### src/rtl/cdc_pulse_sched_pkg.sv
// Shared types and defaults for the pulse scheduler in front of a CDC pulse bridge.
package cdc_pulse_pkg;

  // Handshake FSM: IDLE can issue, WAIT_SET waits for the bridge to go busy,
  // WAIT_CLR waits for it to go idle again.
  typedef enum logic [1:0] {
    IDLE     = 2'd0,
    WAIT_SET = 2'd1,
    WAIT_CLR = 2'd2
  } state_e;

  localparam int DEF_CNT_W   = 4;
  localparam int DEF_TMO_CYC = 1024;
  localparam int TMO_W       = 16;

endpackage

### src/rtl/cdc_pulse_sched_sat_cnt.sv
// Saturating up-counter with synchronous clear; a clear that coincides with an
// increment leaves the counter at 1 so the coincident event is not lost.
module sat_cnt #(
  parameter int W = 8
) (
  input  logic         s_clk,
  input  logic         s_rstn,
  input  logic         inc,
  input  logic         clr,
  output logic [W-1:0] q
);

  logic [W-1:0] q_q;
  logic [W-1:0] q_d;

  // Next count: clear wins over hold, increment stops at all-ones.
  always_comb begin
    q_d = q_q;
    if (clr) begin
      q_d = inc ? W'(1) : '0;
    end else if (inc && (q_q != '1)) begin
      q_d = q_q + W'(1);
    end
  end

  // Count register.
  always_ff @(posedge s_clk or negedge s_rstn) begin
    if (!s_rstn) begin
      q_q <= '0;
    end else begin
      q_q <= q_d;
    end
  end

  assign q = q_q;

endmodule

### src/rtl/cdc_pulse_sched.sv
// Queues single-cycle event requests and feeds them one at a time into a pulse
// bridge, waiting for each bridge busy cycle (set then clear) before the next.
// A stuck handshake is abandoned after TMO_CYC cycles and flagged in tmo_err.
module cdc_pulse_sched
  import cdc_pulse_pkg::*;
#(
  parameter int CNT_W   = DEF_CNT_W,
  parameter int TMO_CYC = DEF_TMO_CYC
) (
  input  logic             s_clk,
  input  logic             s_rstn,
  input  logic             in_pls,
  output logic             out_vld,
  input  logic             br_active,
  output logic [CNT_W-1:0] pending,
  output logic             full,
  output logic [7:0]       drop_cnt,
  output logic             busy,
  output logic             tmo_err,
  input  logic             err_clr
);

  localparam logic [CNT_W-1:0] PEND_MAX = {CNT_W{1'b1}};
  localparam logic [TMO_W-1:0] TMO_LAST = TMO_W'(TMO_CYC - 1);

  state_e           state_q;
  state_e           state_d;
  logic             out_vld_q;
  logic             out_vld_d;
  logic [CNT_W-1:0] pending_q;
  logic [CNT_W-1:0] pending_d;
  logic [TMO_W-1:0] tmo_q;
  logic [TMO_W-1:0] tmo_d;
  logic             tmo_err_q;
  logic             tmo_err_d;

  logic             issue;
  logic             accept;
  logic             drop;
  logic             tmo_hit;
  logic             tmo_fire;

  // Queue bookkeeping: an issue on the same edge frees a slot, so a request
  // arriving while full is still accepted when an issue coincides with it.
  always_comb begin
    issue     = (state_q == IDLE) && (pending_q != '0) && !br_active;
    accept    = in_pls && ((pending_q != PEND_MAX) || issue);
    drop      = in_pls && !accept;
    pending_d = pending_q;
    if (accept && !issue) begin
      pending_d = pending_q + CNT_W'(1);
    end else if (issue && !accept) begin
      pending_d = pending_q - CNT_W'(1);
    end
  end

  // Handshake sequencing and timeout; a completed handshake in WAIT_CLR takes
  // precedence over a timeout on the same edge. A timed-out event is gone.
  always_comb begin
    state_d   = state_q;
    tmo_d     = tmo_q;
    tmo_hit   = (tmo_q == TMO_LAST);
    tmo_fire  = 1'b0;
    out_vld_d = issue;
    case (state_q)
      IDLE: begin
        tmo_d = '0;
        if (issue) begin
          state_d = WAIT_SET;
        end
      end
      WAIT_SET: begin
        if (tmo_hit) begin
          state_d  = IDLE;
          tmo_fire = 1'b1;
          tmo_d    = '0;
        end else begin
          tmo_d = tmo_q + TMO_W'(1);
          if (br_active) begin
            state_d = WAIT_CLR;
          end
        end
      end
      WAIT_CLR: begin
        if (!br_active) begin
          state_d = IDLE;
          tmo_d   = '0;
        end else if (tmo_hit) begin
          state_d  = IDLE;
          tmo_fire = 1'b1;
          tmo_d    = '0;
        end else begin
          tmo_d = tmo_q + TMO_W'(1);
        end
      end
      default: begin
        state_d = IDLE;
        tmo_d   = '0;
      end
    endcase
    // A new timeout wins over a coincident clear so the event is reported.
    if (tmo_fire) begin
      tmo_err_d = 1'b1;
    end else if (err_clr) begin
      tmo_err_d = 1'b0;
    end else begin
      tmo_err_d = tmo_err_q;
    end
  end

  // FSM, queue and flag registers.
  always_ff @(posedge s_clk or negedge s_rstn) begin
    if (!s_rstn) begin
      state_q   <= IDLE;
      out_vld_q <= 1'b0;
      pending_q <= '0;
      tmo_q     <= '0;
      tmo_err_q <= 1'b0;
    end else begin
      state_q   <= state_d;
      out_vld_q <= out_vld_d;
      pending_q <= pending_d;
      tmo_q     <= tmo_d;
      tmo_err_q <= tmo_err_d;
    end
  end

  sat_cnt #(
    .W (8)
  ) u_drop_cnt (
    .s_clk  (s_clk),
    .s_rstn (s_rstn),
    .inc    (drop),
    .clr    (err_clr),
    .q      (drop_cnt)
  );

  assign out_vld = out_vld_q;
  assign pending = pending_q;
  assign full    = (pending_q == PEND_MAX);
  assign busy    = (state_q != IDLE) || (pending_q != '0);
  assign tmo_err = tmo_err_q;

endmodule
### config.mk
export PLATFORM = sky130hd
export DESIGN_NAME = cdc_pulse_sched
export DESIGN_NICKNAME = d
export VERILOG_FILES = /design/src/rtl/cdc_pulse_sched_pkg.sv /design/src/rtl/cdc_pulse_sched_sat_cnt.sv /design/src/rtl/cdc_pulse_sched.sv
export SDC_FILE = /design/constraint.sdc
export NUM_CORES = 1
export LEC_CHECK = 0
export CAP_MARGIN = 20
export CORE_ASPECT_RATIO = 1.1
export CORE_MARGIN = 2
export CORE_UTILIZATION = 28
export DETAILED_ROUTE_END_ITERATION = 8
export PLACE_DENSITY = 0.42
export SLEW_MARGIN = 20
export SYNTH_ARGS = -nofsm -noshare
export SYNTH_HDL_FRONTEND = slang
export SYNTH_SLANG_ARGS = --single-unit
### constraint.sdc
create_clock -name s_clk -period 3.1 [get_ports s_clk]
set_input_delay 0.62 -clock s_clk [delete_from_list [all_inputs] [get_ports s_clk]]
set_output_delay 0.62 -clock s_clk [all_outputs]
set_load 0.03 [all_outputs]
# Yosys cells after proc, flatten, opt, wreduce, memory -nomap -nowiden
# Index checks and enable logic that the tools add are counted.
# totals
inputBits	5
reg_bits	32
output_inout_bits	16
elab_cells	57
# classes
reduce_logical	19
n_eq_ne	9
mux	19
n_addsub	4
# ops
cell	count
two-way mux 16 bit	2
one-hot mux 16 bit (2 select lines)	1
adder 16 x 1 -> 16 bit, second input constant	1
== test 16 x 10 -> 1 bit, second input constant	1
two-way mux 8 bit	2
two-way mux 2 bit	5
adder 8 x 1 -> 8 bit, second input constant	1
two-way mux 4 bit	2
!= test 8 bit, second input constant	1
nonzero test 2 bit	4
logical AND 1 bit	7
!= test 3 bit, second input constant	2
one-hot mux 2 bit (3 select lines)	1
two-way mux 1 bit	5
adder 4 x 1 -> 4 bit, second input constant	1
== test 4 bit, second input constant	1
!= test 4 bit, second input constant	1
nonzero test 4 bit	1
subtractor 4 x 1 -> 4 bit, second input constant	1
zero test 1 bit	3
AND reduction 3 bit	1
== test 2 x 1 -> 1 bit, second input constant	1
== test 2 bit, second input constant	1
zero test 2 bit	1
3 further kinds	4

# Depth between registers and ports, before layout
# depth
word_depth	10
mapped_depth	11
mapped_depth_nobuf	11

# Hierarchy
# From an unflattened synthesis, not the netlist that was laid out.
# unflattened
hier_cells	185
hier_area_um2	1826.8
# by_module_without_submodules
mod	n_inst	cells_per_inst	area_per_inst_um2
cdc_pulse_sched	1	138	1353.8
sat_cnt	1	47	473.0

# Worst setup path after synthesis
# No wires, ideal clock.
# synth_path
path_type	flip-flop to flip-flop
start	register pending_q[0] (netlist: pending[0])
end	register pending_q[3] (netlist: pending[3])
arrival_time_ns	2.430
path_stages_with_launch	10
period_less_slack_ns	2.566
setup_ns	0.136
setup_slack_ns	0.534
required_time_ns	2.964
path_cell_list	dfrtp_1 > and4_1 > buf_2 > a21boi_0 > ha_1 > inv_1 > ha_1 > a21o_1 > a2111oi_0 > o31ai_1
# synth_between
elab_chain_len	8
word_cells_on_any_way	15
cone_classes	add/sub (2); eq/ne (1); mux (2); reduce/logical (10)
# synth_rtl
element	line	rtl
start: declaration	cdc_pulse_sched.sv:30	logic [CNT_W-1:0] pending_q;
start signal: assignment	cdc_pulse_sched.sv:122	pending_q <= pending_d;
branches (longest 8 deep; another with subtractor 4 x 1 -> 4 bit)	--	
# Parallel ways; which one is timed is not known. The select of a mux whose other input is x is not followed.
# A chain may end at the register's enable or synchronous reset.

# Worst setup path after layout
# layout_path
start	input br_active
end	register pending_q[3] (netlist: pending[3])
# layout_between
elab_chain_len	7
word_cells_on_any_way	10
cone_classes	mux (1); reduce/logical (9)
# layout_rtl
element	line	rtl
start: declaration	cdc_pulse_sched.sv:14	input logic br_active,
zero test 1 bit *	--	
logical AND 1 bit *	cdc_pulse_sched.sv:46	issue = (state_q == IDLE) && (pending_q != '0) && !br_active;
logical OR 1 bit	cdc_pulse_sched.sv:47	accept = in_pls && ((pending_q != PEND_MAX) || issue);
logical AND 1 bit	cdc_pulse_sched.sv:47	
zero test 1 bit	cdc_pulse_sched.sv:52	end else if (issue && !accept) begin
logical AND 1 bit	cdc_pulse_sched.sv:52	
nonzero test 2 bit (no line)	--	
# Mark *: on every way between the ends. The rest lies on a longest branch, timed or not.

==> impl_metrics.json <==
{
  "status": "completed",
  "num_rows": 30,
  "setup_ws_ns": 0.2564,
  "clockBufferDepth": 2,
  "crit_path_max_fanout": 5,
  "synth_cell_types": 45,
  "totalWireLength_um": 3729,
  "avgSynthCellArea_um2": 9.934,
  "critPathKind": "primary input to register",
  "cts.sinks": 32,
  "place.gp.congestion": 0.7076,
  "skew_ns": 0.002281,
  "syn_area_mm2": 0.001808,
  "drive_gt1_share_pct": 8.780,
  "areaGrowthSynthToFinish_pct": 21.25,
  "cp_slowest_cell": "a2111oi_0",
  "hold_violations": 0,
  "cts_setup_buffers": 0,
  "final_cell_area_mm2": 0.002192,
  "synth_edf_count": 0,
  "grt_first_pass_wirelength_um": 6734,
  "ioPinCount": 21,
  "cpMostUsedCell": "ha_1",
  "slew_viol_final": 0,
  "dpl.hpwl_um": 2739,
  "synth_seq_cells": 32,
  "synth_area_leaders": "dfrtp_1 44%, ha_1 6.2%, xor2_1 5.3%",
  "grt.total_usage_pct": 12.11,
  "synth_top_area_share_pct": 44.29,
  "crit_family": "compound AO/OA/AOI/OAI gates",
  "hold_end": "tmo_q[0]$_DFF_PN0_",
  "tightest_slew_ns": 0.6441,
  "r2r_start": "state_q[1]$_DFFE_PN0P_",
  "numCtsBuffers": 5,
  "insertion_delay_ns": 0.28,
  "rrSetupSlack_ns": 0.27,
  "cts_resized": 0,
  "placed_area_mm2": 0.002085,
  "power_density_mw_per_mm2": 679.1,
  "worstSetupEndpointType": "register",
  "cts.clk_slew.worst_paths_ns": 0.07,
  "core_area_mm2": 0.006193,
  "path_buf_inv": 2,
  "cts_tree": "done",
  "r2r_end": "pending[3]$_DFFE_PN0P_",
  "antenna_found_initial": 0,
  "yosys_warnings": 0,
  "cts-root-buf": "clkbuf_8",
  "drcViolationCount": 0,
  "initial_core_util_pct": 29.19,
  "async_flop_share_pct": 100.0,
  "max_slew_margin_pct": 57.06,
  "maxCapViolCount": 0,
  "die-height_um": 88.28,
  "arrival_ns": 2.99,
  "fin_nets": 219,
  "hold_path.class": "register to register",
  "syn_inst": 182,
  "io_buffers": 20,
  "hold_depth": 1,
  "antenna_cells": 0,
  "dp_slack_ns": -0.06799,
  "dieWidth_um": 80.62,
  "slowest_delay_ns": 0.50,
  "period_share_pct": 91.73,
  "grt_max_degree": 33,
  "cts-htree-levels": 2,
  "min_from": "tmo_q[0]$_DFF_PN0_",
  "first_global_vias": 1441,
  "grt_overflow": 0,
  "p_leak_uw": 0.0008990,
  "synth_fp_nets": 197,
  "vias": 1437,
  "yosys.area.top_type": "dfrtp_1",
  "final.setup.tns_ns": 0,
  "die-area_mm2": 0.007117,
  "firstDrtPassIters": 4,
  "wl_per_cell_um": 13.08,
  "fin_crit_ns": 2.844,
  "drt_iter0_drc": 80,
  "critPathRequiredTime_ns": 3.25,
  "synth_seq_area_share_pct": 44.29,
  "fmax_mhz": 351.7,
  "cts_hold_buf": 0,
  "fillerInstances": 646,
  "rsz0062_at_grt": "false",
  "synthFlopType": "dfrtp_1",
  "irDropWorstVdd_mv": 0.3083,
  "setup_viol": 0,
  "viasPerCell": 5.042,
  "start_kind": "primary input",
  "r2r_cells": 10,
  "path_cells": "clkdlybuf4s50_1 > nand2b_1 > a21boi_0 > ha_1 > inv_1 > ha_1 > a21o_1 > a2111oi_0 > o31ai_1",
  "cp.depth": 9,
  "drt.antenna.violating_nets": 0,
  "fin_hold_ws_ns": 0.4907
}
-- worst max-delay path by stage --
stage                            from                      to  slack (ns)
2_1_floorplan  pending[0]$_DFFE_PN0P_  pending[3]$_DFFE_PN0P_        0.53
3_3_place_gp                br_active  pending[3]$_DFFE_PN0P_        0.18
3_5_place_dp                br_active  pending[3]$_DFFE_PN0P_       -0.07
4_1_cts        state_q[1]$_DFFE_PN0P_  pending[3]$_DFFE_PN0P_        0.24
5_1_grt        state_q[1]$_DFFE_PN0P_  pending[3]$_DFFE_PN0P_        0.03
6_report                    br_active  pending[3]$_DFFE_PN0P_        0.26
-- flip-flops by register name, indices dropped and copies added, names as in the netlist --
| signal | flops |
|---|---|
| tmo_q | 16 |
| u_drop_cnt.q | 8 |
| pending | 4 |
| state_q | 2 |
| out_vld | 1 |
| tmo_err | 1 |
-- layout by cell type (no fill, tap or decap), drive strengths merged, types with 4 or more instances in the layout --
cell type      instances
a21oi                  7
and4                   5
clkbuf                 6
clkdlybuf4s50         20
dfrtp                 32
ha                     9
inv                    7
nand2                 12
nand2b                 4
nand3                  7
nand4                  9
nor2                  18
nor3                   5
o21ai                  9
xor2                  11
-- cell families after synthesis --
logic type / share of synthesized area [%]
AOI/OAI and AO/OA: 10.10
xor gates and xnor gates: 6.782
adders and majority gates: 7.336
buffers and inverters: 3.598
DFF: 44.29
muxes: 3.529
and+or+nand+nor: 24.36
-- synthesized netlist by cell type, types with 2 or more instances --
| cell type | number |
|---|---|
| nand2b_1 | 4 |
| nor4_1 | 3 |
| nor3_1 | 5 |
| xnor2_1 | 3 |
| and3_1 | 2 |
| and4_1 | 5 |
| nand4_1 | 8 |
| nor3b_1 | 3 |
| nand2_1 | 12 |
| a21oi_1 | 6 |
| ha_1 | 9 |
| mux2i_1 | 3 |
| o21ai_0 | 9 |
| xor2_1 | 11 |
| nor2_1 | 18 |
| o31ai_1 | 3 |
| a21boi_0 | 2 |
| or4_1 | 2 |
| nand3_1 | 6 |
| inv_1 | 7 |
| buf_2 | 3 |
| dfrtp_1 | 32 |
| clkbuf_1 | 2 |
| mux2_2 | 3 |
-- layout make-up --
type | instances | area [µm²] | share of cell area (%)
clock buffer | 6 | 72.57 | 3.311
inverter | 7 | 26.28 | 1.199
timing repair buffer | 22 | 215.2 | 9.817
clock inverter | 2 | 35.03 | 1.598
tap | 80 | 100.1 | 4.566
sequential | 32 | 800.8 | 36.53
multi-input combinational | 136 | 942.2 | 42.98
-- layer usage --
| metal | vias up | track usage [%] | part of all wire, % |
|---|---|---|---|
| met5 | - | 0 | 0 |
| met4 | 0 | 3.698 | 1.5 |
| met3 | 5 | 3.061 | 3.4 |
| met2 | 23 | 20.08 | 49 |
| met1 | 712 | 15.63 | 46 |
| li1 | 697 | - | - |
-- power breakdown --
part | switching, µW | total, µW | internal, µW
combinational | 322 | 557 | 235
clock | 158 | 396 | 238
sequential | 63.4 | 536 | 472
total | 543 | 1490 | 946
-- per-stage QoR --
step / cells / total power (µW) / util, %
floorplan: 182 / 932.7 / -
global placement: 277 / 1089 / 33.66
detailed placement: 277 / 1109 / 33.66
CTS: 285 / 1517 / 35.39
global route: 285 / 1614 / 35.39
finish: 285 / 1489 / 35.39
-- worst register-to-register path, delay by kind of cell (launching register included) --
family	cells	cell delay (ns)
fa+ha+maj	3	0.80
simple gates	1	0.14
flops	1	0.42
buf+inv	2	0.26
compound gates	4	1.09
No activity file was read; power rests on OpenSTA's default activity.
